==> src/rtl/uart_byte_rx.sv <==
// 8N1 UART receiver: 2-FF synchronized, mid-bit sampled, LSB first.
// Bytes are delivered through a valid/ready holding register; framing and overrun errors are pulsed.
module uart_byte_rx #(
    parameter int CLK_FREQ  = 50000000,
    parameter int BAUD_RATE = 115200
) (
    input  logic       clk,
    input  logic       rst_n,
    input  logic       uart_rx,
    output logic [7:0] rx_data,
    output logic       rx_valid,
    input  logic       rx_ready,
    output logic       frame_err,
    output logic       overrun,
    output logic       busy
);

    localparam int CYCLES_PER_BIT = CLK_FREQ / BAUD_RATE;
    localparam int HALF_BIT       = CYCLES_PER_BIT / 2;
    localparam int CNT_W          = ($clog2(CYCLES_PER_BIT) > 9) ? $clog2(CYCLES_PER_BIT) : 9;

    localparam logic [CNT_W-1:0] CNT_BIT_LAST  = CNT_W'(CYCLES_PER_BIT - 1);
    localparam logic [CNT_W-1:0] CNT_HALF_LAST = CNT_W'(HALF_BIT - 1);

    typedef enum logic [2:0] {
        S_IDLE,
        S_START,
        S_DATA,
        S_STOP,
        S_WAIT_IDLE
    } state_t;

    state_t           state, state_next;
    logic [CNT_W-1:0] cnt, cnt_next;
    logic [2:0]       bit_idx, bit_idx_next;
    logic [7:0]       shreg, shreg_next;
    logic             byte_done;
    logic             stop_bad;

    logic rx_meta;
    logic rx_s;
    logic rx_prev;
    logic rx_fall;

    always_ff @(posedge clk or negedge rst_n) begin
        if (!rst_n) begin
            rx_meta <= 1'b1;
            rx_s    <= 1'b1;
            rx_prev <= 1'b1;
        end else begin
            rx_meta <= uart_rx;
            rx_s    <= rx_meta;
            rx_prev <= rx_s;
        end
    end

    assign rx_fall = rx_prev & ~rx_s;

    always_ff @(posedge clk or negedge rst_n) begin
        if (!rst_n) begin
            state   <= S_IDLE;
            cnt     <= '0;
            bit_idx <= '0;
            shreg   <= '0;
        end else begin
            state   <= state_next;
            cnt     <= cnt_next;
            bit_idx <= bit_idx_next;
            shreg   <= shreg_next;
        end
    end

    always_comb begin
        state_next   = state;
        cnt_next     = cnt;
        bit_idx_next = bit_idx;
        shreg_next   = shreg;
        byte_done    = 1'b0;
        stop_bad     = 1'b0;

        case (state)
            S_IDLE: begin
                cnt_next = '0;
                if (rx_fall) begin
                    state_next = S_START;
                end
            end

            S_START: begin
                if (cnt == CNT_HALF_LAST) begin
                    cnt_next     = '0;
                    bit_idx_next = '0;
                    // A line that is high again at mid-start was a glitch.
                    state_next   = rx_s ? S_IDLE : S_DATA;
                end else begin
                    cnt_next = cnt + 1'b1;
                end
            end

            S_DATA: begin
                if (cnt == CNT_BIT_LAST) begin
                    cnt_next            = '0;
                    shreg_next[bit_idx] = rx_s;
                    bit_idx_next        = bit_idx + 1'b1;
                    if (bit_idx == 3'd7) begin
                        state_next = S_STOP;
                    end
                end else begin
                    cnt_next = cnt + 1'b1;
                end
            end

            S_STOP: begin
                if (cnt == CNT_BIT_LAST) begin
                    cnt_next = '0;
                    if (rx_s) begin
                        byte_done  = 1'b1;
                        state_next = S_IDLE;
                    end else begin
                        stop_bad   = 1'b1;
                        state_next = S_WAIT_IDLE;
                    end
                end else begin
                    cnt_next = cnt + 1'b1;
                end
            end

            S_WAIT_IDLE: begin
                cnt_next = '0;
                if (rx_s) begin
                    state_next = S_IDLE;
                end
            end

            default: begin
                state_next = S_IDLE;
                cnt_next   = '0;
            end
        endcase
    end

    // A byte completing while the holding register is full and not being drained is dropped.
    always_ff @(posedge clk or negedge rst_n) begin
        if (!rst_n) begin
            rx_data   <= '0;
            rx_valid  <= 1'b0;
            frame_err <= 1'b0;
            overrun   <= 1'b0;
        end else begin
            frame_err <= stop_bad;
            overrun   <= byte_done & rx_valid & ~rx_ready;
            if (byte_done && (!rx_valid || rx_ready)) begin
                rx_data  <= shreg;
                rx_valid <= 1'b1;
            end else if (rx_valid && rx_ready) begin
                rx_valid <= 1'b0;
            end
        end
    end

    assign busy = (state != S_IDLE);

endmodule

==> config.mk <==
export PLATFORM = sky130hd
export DESIGN_NAME = uart_byte_rx
export DESIGN_NICKNAME = d
export VERILOG_FILES = /design/src/rtl/uart_byte_rx.sv
export SDC_FILE = /design/constraint.sdc
export NUM_CORES = 1
export LEC_CHECK = 0
export BUFFER_PORTS_ARGS = -buffer_cell sky130_fd_sc_hd__buf_2
export CELL_PAD_IN_SITES_DETAIL_PLACEMENT = 1
export CELL_PAD_IN_SITES_GLOBAL_PLACEMENT = 2
export CORE_ASPECT_RATIO = 0.75
export CORE_UTILIZATION = 35
export DETAILED_ROUTE_END_ITERATION = 6
export PLACE_DENSITY_LB_ADDON = 0.12
export SLEW_MARGIN = 20
export SYNTH_ARGS = -nofsm -noshare
export SYNTH_HDL_FRONTEND = slang
export SYNTH_SLANG_ARGS = --single-unit
==> constraint.sdc <==
create_clock -name clk -period 1.9 [get_ports clk]
set_input_delay 0.475 -clock clk [delete_from_list [all_inputs] [get_ports clk]]
set_output_delay 0.475 -clock clk [all_outputs]
set_load 0.05 [all_outputs]
==> results of run 1 <==
-- synth_stat cells (all sizes together), types with 4 or more instances --
library cell | instances | share of area, %
ha | 5 | 3.7
mux2 | 16 | 11
nor2 | 17 | 3.8
nand4 | 7 | 3.0
nand2 | 13 | 2.9
inv | 7 | 1.6
nor4 | 4 | 1.5
xnor2 | 5 | 2.6
dfrtp | 34 | 50
-- cells by family after synthesis --
family,count (synthesis),share of synthesized area (%)
XOR/XNOR,7,3.630
AO/OA/AOI/OAI,7,3.778
multiplexers,19,12.44
flip-flops,37,55.04
AND/OR/NAND/NOR,58,18.89
adder cells (fa/ha/maj),5,3.704
buffers and inverters,11,2.518
-- state kept, by name, indices dropped and copies added (netlist names) --
| register | count |
|---|---|
| frame_err | 1 |
| shreg | 8 |
| rx_prev | 1 |
| cnt | 9 |
| state | 3 |
| rx_s | 1 |
| bit_idx | 3 |
| rx_valid | 1 |
| rx_meta | 1 |
| overrun | 1 |
| rx_data | 8 |
-- routing by layer --
layer | track usage (%) | vias to the layer above
met5 | 0 | -
met4 | 3.947 | 0
met3 | 4.853 | 5
met2 | 26.24 | 16
met1 | 25.40 | 608
li1 | - | 567
-- where the power goes --
| part | internal [mW] | switching (mW) | total (mW) |
|---|---|---|---|
| combinational | 0.0330 | 0.0536 | 0.0866 |
| sequential | 0.799 | 0.00919 | 0.808 |
| clock | 0.428 | 0.279 | 0.707 |
| total | 1.26 | 0.341 | 1.60 |
-- path summary, 6_finish.rpt --
path | start | endpoint | depth (start not counted) | slack [ns]
setup / recovery | cnt[1] | rx_data[3] | 7 | -0.02
hold / removal | rst_n | bit_idx[2] | 1 | 0.11
setup reg to reg | cnt[1] | rx_data[3] | 7 | -0.02
hold reg to reg | rx_meta | rx_s | 0 | 0.36
max in group asynchronous | rst_n | rx_prev | 2 | 1.26
min in group clk | uart_rx | rx_meta | 1 | 0.28
-- final cells by class --
cell class | instances | area (sq um)
multi-input cells | 96 | 845.8
repair buffers | 31 | 219.0
well taps | 57 | 71.32
flip-flops and latches | 37 | 930.9
inverters | 7 | 26.28
clock buffers | 7 | 86.33
clock inverters | 1 | 30.03
fillers | 494 | 2336
-- through the flow --
step	cells	TNS [ns]	util (%)	power [mW]	cell area, sq um
after global routing	236	-0.7391	48.61	1.665	2210
after CTS	235	-0.1465	46.44	1.613	2111
final	236	-0.09384	48.61	1.601	2210
after floorplan	144	0	-	0.8535	1689
after global placement	227	-0.04423	42.77	0.9000	1944
after detailed placement	227	-0.9162	42.77	0.9030	1944
-- worst register-to-register path, stage by stage, from the launching register on --
cell and delay (ns):
dfrtp_1 0.40, inv_2 0.09, ha_4 0.12, and4bb_2 0.27
nand4_4 0.12, nor4b_4 0.29, buf_6 0.21, mux2_4 0.32
-- what timing repair did --
| item | 4_1_cts | 5_1_grt |
|---|---|---|
| setup buffers | 0 | 1 |
| resized for setup | 9 | 20 |
| hold buffers | 0 | 0 |
| setup endpoints to repair | 21 | 23 |
| pin swaps | 4 | 7 |
==> flow_summary.yaml, run 1 <==
setup_path:
  slowest_delay_ns: 0.40
  worstPathCellList: "inv_2 -> ha_4 -> and4bb_2 -> nand4_4 -> nor4b_4 -> buf_6 -> mux2_4"
  cp-start-kind: "flop"
  cp-end-kind: "flop"
  crit_slowest_cell: "dfrtp_1"
  cp_top_family: "simple AND/OR/NAND/NOR gates"
  cp_max_fo: 8
  cp.arrival_ns: 2.09
  worstPathRequired_ns: 2.07
  path_class: "reg -> reg"
  path_buf_inv: 2
floorplan:
  die_x_microns: 82.22
  die_area_sq_um: 5110
  start_util_pct: 37.16
  rows: 21
  dieHeight_microns: 62.16
  core_area_sq_um: 4546
  ioPinCount: 16
grt:
  grt_pass1_vias: 1308
  overflow: 0
  track_usage_pct: 17.65
  antenna_found_initial: 0
  grt_max_degree: 22
  grt_first_pass_wirelength_mm: 6.706
job:
  maxCapViolations: 0
clocking:
  cts_made_buffers: 5
  htreeDepth: 2
  clock_sinks: 37
  ctsLongestPathBuffers: 2
  cts.clk_slew.worst_paths_ns: 0.07
  clk_latency_ns: 0.29
  cts-root-buf: "clkbuf_8"
  cts_tree: "done"
yosys:
  ys.flop_type: "dfrtp_1"
  ys_ff_latch: 37
  yosysSeqAreaShare_pct: 55.04
  avgSynthCellArea_sq_um: 11.73
  yosys.cell_types.count: 33
  synth-edff-count: 0
  synth_cells: 144
  ys_warn_count: 0
  syn_area_sq_um: 1689
  synthArstFlopShare_pct: 100.0
  synth_nets: 153
drt:
  wl_met3_microns: 118
  viasPerCell: 5.068
  vias: 1196
  firstDrtPassIters: 4
  wl_met2_mm: 1.816
  ant_nets: 0
  wl_per_cell_microns: 17.22
  drc: 0
  highest_layer: "met4"
  first_iter_violations: 53
  met1_length_mm: 2.097
  finalWirelength_mm: 4.063
timing:
  whs_ns: 0.1148
  worstMarginPinSlew_ns: 0.4243
  final.setup.worst_slack_ns: -0.02265
  min_period_ns: 1.923
  setup_viol: 9
  fmax_ghz: 0.5201
  rsz0062_at_grt: "true"
  slew_headroom_pct: 71.72
  finalHoldViolations: 0
  timing.final.crit_share_pct: 101.2
  clock_skew_ns: 0.003849
  finalMaxSlewViolations: 0
run_status:
  status: "finished with violations"
  violations: "setup timing"
finish:
  diodes: 0
  syn2layout_area_growth_pct: 30.81
  layout_common_cells: "dfrtp_1, nor2_1, buf_2"
  final_common_cell: "dfrtp_1"
  drive_gt1_share_pct: 39.11
  final_nets: 187
placement:
  pre_cts_ws_ns: -0.1452
  gp_congestion: 0.7940
  port-buffer-count: 15
  place_hpwl_mm: 2.822
power:
  power_density_nw_per_um2: 724.6
  p_leak_nw: 1.049
  peakVddDrop_mv: 0.4440
hold_path:
  hold_class: "in -> async"
Note: power is estimated with default switching activity, not from simulation.
==> inputs of run 2 (changes only) <==
--- a/config.mk
+++ b/config.mk
@@ -11,6 +11,7 @@
 export CORE_ASPECT_RATIO = 0.75
 export CORE_UTILIZATION = 35
 export DETAILED_ROUTE_END_ITERATION = 6
+export MAX_ROUTING_LAYER = met4
 export PLACE_DENSITY_LB_ADDON = 0.12
 export SLEW_MARGIN = 20
 export SYNTH_ARGS = -nofsm -noshare
==> flow_summary.yaml, run 2 (synthesis results as in run 1) <==
finish:
  drive_gt1_share_pct: 39.11
  layout_common_cells: "dfrtp_1, nor2_1, buf_2"
  top_regs: "cnt: 9 flops, rx_data: 8 flops, shreg: 8 flops"
  syn2layout_area_growth_pct: 30.81
  final_nets: 187
  diodes: 0
  final_common_cell: "dfrtp_1"
  regMostFlops: "cnt"
  largest_reg_flops: 9
floorplan:
  die_area_sq_um: 5110
  rows: 21
  dieHeight_microns: 62.16
  ioPinCount: 16
  die_x_microns: 82.22
  core_area_sq_um: 4546
  start_util_pct: 37.16
clocking:
  clk_latency_ns: 0.29
  cts_tree: "done"
  htreeDepth: 2
  clock_sinks: 37
  cts_hold_buf: 0
  cts-root-buf: "clkbuf_8"
  ctsLongestPathBuffers: 2
  cts_made_buffers: 5
  cts.clk_slew.worst_paths_ns: 0.07
drt:
  firstDrtPassIters: 4
  drc: 0
  ant_nets: 0
  finalWirelength_mm: 4.061
  vias: 1202
  first_iter_violations: 53
  viasPerCell: 5.093
  wl_per_cell_microns: 17.21
timing:
  worstMarginPinSlew_ns: 0.4244
  fin_setup_tns_ns: -0.09164
  final.setup.worst_slack_ns: -0.02217
  min_period_ns: 1.922
  finalMaxSlewViolations: 0
  finalHoldViolations: 0
  clock_skew_ns: 0.003652
  slew_headroom_pct: 71.71
  fmax_ghz: 0.5202
  setup_viol: 9
  timing.final.crit_share_pct: 101.2
  whs_ns: 0.1161
  rsz0062_at_grt: "true"
job:
  maxCapViolations: 0
power:
  p_leak_nw: 1.049
  peakVddDrop_mv: 0.4439
  power_density_nw_per_um2: 724.3
  power.total_mw: 1.600
grt:
  use_met2_pct: 26.24
  grt_max_degree: 22
  overflow: 0
  grt_use_met1_pct: 25.40
  grt_pass1_vias: 1309
  grt_first_pass_wirelength_mm: 6.699
  use_met3_pct: 4.853
  track_usage_pct: 18.16
  antenna_found_initial: 0
  grt_busiest_layer: "met2"
setup_path:
  cp.arrival_ns: 2.09
  crit_slowest_cell: "dfrtp_1"
  ff2ff_setup_slack_ns: -0.02
  cp_top_family: "simple AND/OR/NAND/NOR gates"
  path_buf_inv: 2
  path_class: "reg -> reg"
  worstReg2RegEnd: "rx_data[3]"
  r2r-start: "cnt[1]"
  ff2ff_path_depth: 7
  slowest_delay_ns: 0.40
  worstPathRequired_ns: 2.07
  cp_max_fo: 8
  cp-start-kind: "flop"
  critical_path_cell_count: 7
  worstPathCellList: "inv_2 -> ha_4 -> and4bb_2 -> nand4_4 -> nor4b_4 -> buf_6 -> mux2_4"
  cp-end-kind: "flop"
placement:
  gp_congestion: 0.8054
  pre_cts_ws_ns: -0.1452
  port-buffer-count: 15
  place_hpwl_mm: 2.822
hold_path:
  hold_class: "in -> async"
run_status:
  violations: "setup timing"
  status: "finished with violations"
## run 2: final cells by class
class,count,area (sq um)
clock buffers,7,86.33
clock inverters,1,30.03
fillers,494,2336
inverters,7,26.28
multi-input cells,96,845.8
flip-flops and latches,37,930.9
well taps,57,71.32
repair buffers,31,219.0
## run 2: how the worst max path moves through the flow
stage / from / endpoint
5_1_grt: cnt[1] / rx_data[3]
4_1_cts: cnt[1] / rx_data[2]
3_3_place_gp: cnt[1] / shreg[6]
3_5_place_dp: cnt[1] / shreg[3]
6_report: cnt[1] / rx_data[3]
2_1_floorplan: cnt[1] / rx_data[0]
## run 2: worst reg2reg max path: cells and delay by family, from the launching register on
family | cells | cell delay, ns
adders and majority gates | 1 | 0.12
DFF | 1 | 0.40
buffers and inverters | 2 | 0.30
muxes | 1 | 0.32
and+or+nand+nor | 3 | 0.68
## run 2: timing repair
action | 4_1_cts | 5_1_grt
gates resized for setup | 9 | 20
hold endpoints to repair | 0 | 0
pin swaps | 4 | 7
buffers inserted | 0 | 1
endpoints found under the setup margin | 21 | 23
## run 2: per-layer routing
metal | part of all wire (%) | vias to the layer above | routed length, microns
met5 | 0 | - | 0
met4 | 0.76 | 0 | 31
met3 | 3.4 | 5 | 137
met2 | 45 | 18 | 1823
met1 | 51 | 611 | 2069
li1 | - | 568 | -
## run 2: report_power, final
part | total [mW] | internal, mW | switching (mW)
combinational | 0.0865 | 0.0330 | 0.0535
clock | 0.706 | 0.428 | 0.278
sequential | 0.808 | 0.799 | 0.00923
## run 2: metrics by stage
stage / cells / utilization [%] / instance area, sq um
finish: 236 / 48.61 / 2210
floorplan: 144 / - / 1689
global placement: 227 / 42.77 / 1944
CTS: 235 / 46.44 / 2111
global route: 236 / 48.61 / 2210
detailed placement: 227 / 42.77 / 1944
